<file path="src/rtl/mul_div_unit.sv">
// mul_div_unit: iterative unsigned MUL/MULHU/DIVU/REMU, one bit per cycle, result as a one-cycle register-file write pulse
module mul_div_unit #(
    parameter int reg_word_width = 32,
    parameter int reg_addr_width = 5
) (
    input  logic                      CLK,
    input  logic                      RST_N,
    input  logic                      START_i,
    input  logic [1:0]                OP_i,
    input  logic [reg_word_width-1:0] OPA_i,
    input  logic [reg_word_width-1:0] OPB_i,
    input  logic [reg_addr_width-1:0] DEST_i,
    output logic                      BUSY_o,
    output logic                      WRITE_EN_o,
    output logic [reg_addr_width-1:0] WRITE_REG_o,
    output logic [reg_word_width-1:0] WRITE_DATA_o
);
    localparam int W  = reg_word_width;
    localparam int CW = $clog2(W);
    typedef enum logic [1:0] {IDLE, RUN, DONE} state_t;
    state_t state, state_nx;
    logic [1:0] op;
    logic [W-1:0] opa, opb, rem, rem_nx, result;
    logic [reg_addr_width-1:0] dest;
    logic [2*W-1:0] acc, acc_nx;
    logic [CW-1:0] cnt;
    logic [W:0] sum, shifted, diff;
    logic last;
    assign BUSY_o     = state != IDLE;
    assign WRITE_EN_o = state == DONE;
    assign last       = cnt == CW'(W - 1);
    // Multiply keeps {partial product, remaining multiplier} in acc; divide keeps the quotient bits in acc's low half.
    assign sum     = {1'b0, acc[2*W-1:W]} + (acc[0] ? {1'b0, opa} : '0);
    assign shifted = {rem, acc[W-1]};
    assign diff    = shifted - {1'b0, opb};
    always_comb begin
        acc_nx   = op[1] ? {acc[2*W-1:W], acc[W-2:0], ~diff[W]} : {sum, acc[W-1:1]};
        rem_nx   = diff[W] ? shifted[W-1:0] : diff[W-1:0];
        result   = op == 2'b00 ? acc_nx[W-1:0] :
                   op == 2'b01 ? acc_nx[2*W-1:W] :
                   op == 2'b10 ? acc_nx[W-1:0] : rem_nx;
        state_nx = state == IDLE ? (START_i ? RUN : IDLE) :
                   state == RUN  ? (last ? DONE : RUN) : IDLE;
    end
    always_ff @(posedge CLK) begin
        if (!RST_N) begin
            state        <= IDLE;
            cnt          <= '0;
            op           <= '0;
            opa          <= '0;
            opb          <= '0;
            dest         <= '0;
            acc          <= '0;
            rem          <= '0;
            WRITE_REG_o  <= '0;
            WRITE_DATA_o <= '0;
        end else begin
            state <= state_nx;
            if (state == IDLE && START_i) begin
                op   <= OP_i;
                opa  <= OPA_i;
                opb  <= OPB_i;
                dest <= DEST_i;
                cnt  <= '0;
                acc  <= {{W{1'b0}}, OP_i[1] ? OPA_i : OPB_i};
                rem  <= '0;
            end
            if (state == RUN) begin
                acc <= acc_nx;
                rem <= rem_nx;
                cnt <= cnt + CW'(1);
                if (last) begin
                    WRITE_REG_o  <= dest;
                    WRITE_DATA_o <= result;
                end
            end
        end
    end
endmodule
</file>
<file path="config.mk">
export PLATFORM = sky130hd
export DESIGN_NAME = mul_div_unit
export DESIGN_NICKNAME = d
export VERILOG_FILES = /design/src/rtl/mul_div_unit.sv
export SDC_FILE = /design/constraint.sdc
export NUM_CORES = 1
export LEC_CHECK = 0
export BUFFER_PORTS_ARGS = -buffer_cell sky130_fd_sc_hd__buf_2
export CORE_MARGIN = 2
export CORE_UTILIZATION = 45
export CTS_BUF_LIST = sky130_fd_sc_hd__clkbuf_8
export DETAILED_ROUTE_END_ITERATION = 8
export PLACE_DENSITY = 0.67
export SLEW_MARGIN = 10
export SYNTH_ARGS = -nofsm -noshare
export SYNTH_HDL_FRONTEND = slang
export SYNTH_SLANG_ARGS = --single-unit
</file>
<file path="constraint.sdc">
create_clock -name CLK -period 6 [get_ports CLK]
set_input_delay 1.2 -clock CLK [delete_from_list [all_inputs] [get_ports CLK]]
set_output_delay 1.2 -clock CLK [all_outputs]
set_load 0.02 [all_outputs]
</file>
; Word level (Yosys, flattened, before mapping)
; Cells that the tools add are included.
[totals]
romBits = 0
reg_bits = 211
mem_count = 0
ram_bits = 0
latchBits = 0
[classes]
reduce_logical = 6
n_addsub = 3
n_mul = 0
n_eq_ne = 5
n_bitwise = 1
shift = 0
muxes = 17
div = 0
n_lt_le_gt_ge = 0
[op_table]
columns = op, n
row1 = two-way mux 32 bit, 8
row2 = two-way mux 64 bit, 3
row3 = adder 32 x 32 -> 33 bit, 1
row4 = subtractor 33 x 32 -> 33 bit, 1
row5 = two-way mux 5 bit, 2
row6 = two-way mux 2 bit, 3
row7 = "adder 5 x 1 -> 5 bit, second input constant", 1
row8 = "== test 5 bit, second input constant", 1
row9 = "== test 2 x 1 -> 1 bit, second input constant", 2
row10 = "== test 2 bit, second input constant", 2
row11 = logical NOT 2 bit, 2
row12 = nonzero test 2 bit, 2
row13 = AND reduction 2 bit, 1
row14 = logical AND 1 bit, 1
row15 = two-way mux 1 bit, 1
row16 = inverter 1 bit, 1

; Longest topological paths before layout
[logic_depth]
depth_word = 6
depth_mapped = 15
ltp_nobuf = 13

; Worst setup path after synthesis
; No wires, ideal clock.
[synth_path]
kind = register to register
from = register acc[31]
to = register WRITE_DATA_o[20]
setup_time_ns = 0.117
period_less_slack_ns = 3.224
t_required_ns = 5.883
path_stages_with_launch = 14
t_arrival_ns = 3.107
n_path_buf = 0
setup_slack_ns = 2.776
cell_sequence = dfxtp_1 > inv_1 > ha_1 > inv_1 > fa_1 > a211oi_1 > o211a_1 > o211ai_1 > a21o_1 > a22oi_2 > xnor2_1 > mux2_1 > mux4_2 > a22o_1
[synth_between]
elab_chain_cells = 5
[synth_lines]
columns = item, line_no
row1 = from (decl), 25  ; logic [2*W-1:0] acc, acc_nx;
row2 = from (signal assigned), 65  ; acc <= {{W{1'b0}}, OP_i[1] ? OPA_i : OPB_i};
row3 = from (signal assigned), 69  ; acc <= acc_nx;
row4 = subtractor 33 x 32 -> 33 bit, 35  ; assign diff = shifted - {1'b0, opb};
row5 = two-way mux 32 bit, 38  ; rem_nx = diff[W] ? shifted[W-1:0] : diff[W-1:0];
row6 = two-way mux 32 bit, 41  ; op == 2'b10 ? acc_nx[W-1:0] : rem_nx;
row7 = two-way mux 32 bit, 40  ; op == 2'b01 ? acc_nx[2*W-1:W] :
row8 = two-way mux 32 bit, 39  ; result = op == 2'b00 ? acc_nx[W-1:0] :
row9 = to (signal assigned), 74  ; WRITE_DATA_o <= result;
row10 = to (decl), 16  ; output logic [reg_word_width-1:0] WRITE_DATA_o
; No other way between the ends.
; A chain may end at the register's enable or synchronous reset.

; Final worst setup path
[layout_path]
from = register acc[0]
to = register WRITE_DATA_o[21]
[layout_between]
elab_chain_cells = 5
[layout_lines]
columns = item, line_no
row1 = two-way mux 32 bit, 33  ; assign sum = {1'b0, acc[2*W-1:W]} + (acc[0] ? {1'b0, opa} : '0);
row2 = adder 32 x 32 -> 33 bit, 33
row3 = two-way mux 64 bit, 37  ; acc_nx = op[1] ? {acc[2*W-1:W], acc[W-2:0], ~diff[W]} : {sum, acc[W-1:1]};
row4 = two-way mux 32 bit, 40
row5 = two-way mux 32 bit, 39
; No other way between the ends.

==> metrics.txt <==
outcome complete, no violations; worst setup path startpoint acc[0]$_SDFFE_PN0P_; Synth area leader dfxtp_1; cts repair resizes 0; reg2reg setup slack 1.77 ns; First DRT Iteration DRCs between 1,000 and 1,500; vias in the first global route 11,900; mux contribution to synthesized area 0.0796; Hold-fix buffers, CTS 0; hold wc startpoint WRITE_REG_o[0]$_SDFFE_PN0P_; Pre-antenna DRT Iters 6; Synth Area in XOR/XNOR 0.0385; gr usage total 0.283; Max Clk Rate 237 MHz; clk root buf clkbuf_8; Nets 1,869; Die Span Y between 150 and 200 um; yosys warns 0; first-pass GRT wire length 68.0 mm; critical path launch point type flop; Synth-to-Final Area Change 11.9%; Ports 113; max-slew violation count 0; Post-Synth Simple-Gate Area 0.183; Post-synth EDFFs 0; vias approximately 13,000; FF+latch count, synth 211; port buffer count approximately 110; Lkg Pwr 5.88 nW; share of post-route cells with drive strength above 1 0.125; H-tree levels 2; largest family of logic cells by synthesized area compound AO/OA/AOI/OAI gates; RSZ-0062 raised after global routing no; crit path kind flop to flop; drt via density 6.01; Post-DP HPWL 31.7 mm; post-synthesis adder-cell area fraction 0.0668; die width 174 um; largest net degree at the start of global routing ~100; Worst EP arrival 4.70 ns; Routed WL per cell between 20 and 25 um; HP Class flop to flop; FFs w/ async S/R, synth 0; Req. time, crit path 6.47 ns; clk slew on worst S/H paths ~0.060 ns; final setup fails 0; final hold violations 0; top cells by area, synth dfxtp_1, a21oi_1, mux2i_1; post-synth top area share 0.326; Total Negative Setup Slacks 0 ns; grt ovf 0; Worst-Margin Slew 1.17 ns; max cap viols 0; maximum VDD drop 0.161 mV; Tmin final 4.23 ns; clk_lat worst skew 0.55 ns; hold slack about 0.45 ns; Core ar. 28,500 um2; Pwr Density between 300 and 400 nW/um2; drc violations 0; Final Wtd Congestion 0.913; Max Buffers Root-to-Sink 3; CTS tree done; Avg Cell Area, Syn 7.75 um2; prevailing post-synth register cell dfxtp_1; antenna-violating nets left 0; compound-gate portion of the synthesized area 0.257; initial antenna violation count 1; row count 62; CP Capture Type flop; sequential area share after synthesis 0.326; Ant. Diodes 0; Synth Cell Area 13,000 um2; Starting Density 0.454; Die Area just over 30,000 um2; Worst R2R Start acc[0]$_SDFFE_PN0P_; Tcrit/Tclk final 0.705; CTS Sinks 211; Mapped Cells 1,672; CP max FO 35; Syn Nets 1,814; post-CTS setup buffers 0; Relative slew margins 0.222; CTS buffer count 39; Routed WL roughly 44 mm; count of cell types in the netlist 70; Fin Clk Skew around 0.026 ns
critical path, cell delays in order (launching register included):
cell	delay [ns]
dfxtp_1	0.68
and2_1	0.33
ha_1	0.22
fa_1	0.43
a211oi_1	0.34
o21ai_0	0.24
a21oi_1	0.31
nor2_1	0.12
a211oi_1	0.53
o21ai_0	0.21
xor2_1	0.38
a21oi_1	0.13
o31ai_1	0.24
cells in the mapped netlist (11+ instances only):
master	count
a211oi_1	27
xnor2_1	30
nor2_1	145
a31oi_1	16
buf_1	11
nand2_1	234
o22ai_1	35
o21ai_0	62
a22oi_1	24
inv_1	53
o21a_1	33
a21o_1	21
xor2_1	27
o211ai_1	22
and2_1	41
nor3_1	15
ha_1	66
nand3_1	41
clkbuf_1	98
mux2i_1	94
dfxtp_1	211
a21oi_1	211
routing by layer:
layer / up-vias / track usage / share of wire / wire (um)
met5: - / 0 / 0.00018 / 8
met4: 2 / 0.0840 / 0.026 / 1120
met3: 70 / 0.0465 / 0.084 / 3700
met2: 550 / 0.444 / 0.44 / 19500
met1: 6122 / 0.399 / 0.45 / 19600
li1: 6108 / - / - / -
metrics by stage:
| step | cells | worst slack [ns] | power, mW | util | instance area, um2 |
|---|---|---|---|---|---|
| 2_1_floorplan | 1672 | 2.78 | 2.65 | - | 13000 |
| 3_3_place_gp | 2070 | 1.95 | 3.03 | 0.481 | 13700 |
| 3_5_place_dp | 2070 | 1.81 | 3.04 | 0.481 | 13700 |
| 4_1_cts | 2139 | 1.83 | 4.41 | 0.508 | 14500 |
| 5_1_grt | 2139 | 1.37 | 4.64 | 0.508 | 14500 |
| 6_report | 2139 | 1.77 | 4.43 | 0.508 | 14500 |
final timing paths:
| path | endpoint | cells after the start |
|---|---|---|
| hold / removal | WRITE_REG_o[0]$_SDFFE_PN0P_ | 2 |
| setup / recovery | WRITE_DATA_o[21]$_SDFFE_PN0P_ | 12 |
| setup reg to reg | WRITE_DATA_o[21]$_SDFFE_PN0P_ | 12 |
| hold reg to reg | WRITE_REG_o[0]$_SDFFE_PN0P_ | 2 |
cell usage in the layout, fill, tap and decap left out, drive strengths merged, types with 9 or more instances in the layout:
cell type,n
clkbuf,48
nor2,145
a22oi,25
nor3,15
o21ai,63
ha,66
nand3,41
nand2b,10
o211ai,22
dfxtp,211
mux2i,94
a21o,21
a211oi,28
a21oi,211
o22ai,35
buf,129
xnor2,30
inv,61
nand2,234
nand4,9
and2,42
a31oi,16
clkinv,9
o21a,33
xor2,27
state kept, by name, summed over array words and instances, names as in the netlist:
| signal | flops |
|---|---|
| cnt | 5 |
| op | 2 |
| state | 2 |
| rem | 32 |
| opb | 32 |
| dest | 5 |
| WRITE_DATA_o | 32 |
| acc | 64 |
| WRITE_REG_o | 5 |
| opa | 32 |
cells by family after synthesis:
| kind of cell | count (synthesis) |
|---|---|
| AO/OA/AOI/OAI | 528 |
| XOR/XNOR | 57 |
| adder cells (fa/ha/maj) | 68 |
| buffers and inverters | 168 |
| flip-flops | 211 |
| multiplexers | 101 |
| AND/OR/NAND/NOR | 539 |
where the power goes:
part | internal, mW | total [mW] | switching (mW)
Sequential | 1.48 | 1.57 | 0.0873
Combinational | 0.569 | 1.49 | 0.919
Clock | 0.728 | 1.37 | 0.644
Total | 2.78 | 4.43 | 1.65
final cells by class:
| class | instances | area, um2 |
|---|---|---|
| Clock buffer | 48 | 661 |
| Clock inverter | 21 | 109 |
| Fill cell | 2922 | 14100 |
| Inverter | 53 | 204 |
| Multi-Input combinational cell | 1293 | 8130 |
| Sequential cell | 211 | 4230 |
| Tap cell | 384 | 480 |
| Timing Repair Buffer | 129 | 688 |
Note: power is estimated with default switching activity, not from simulation.
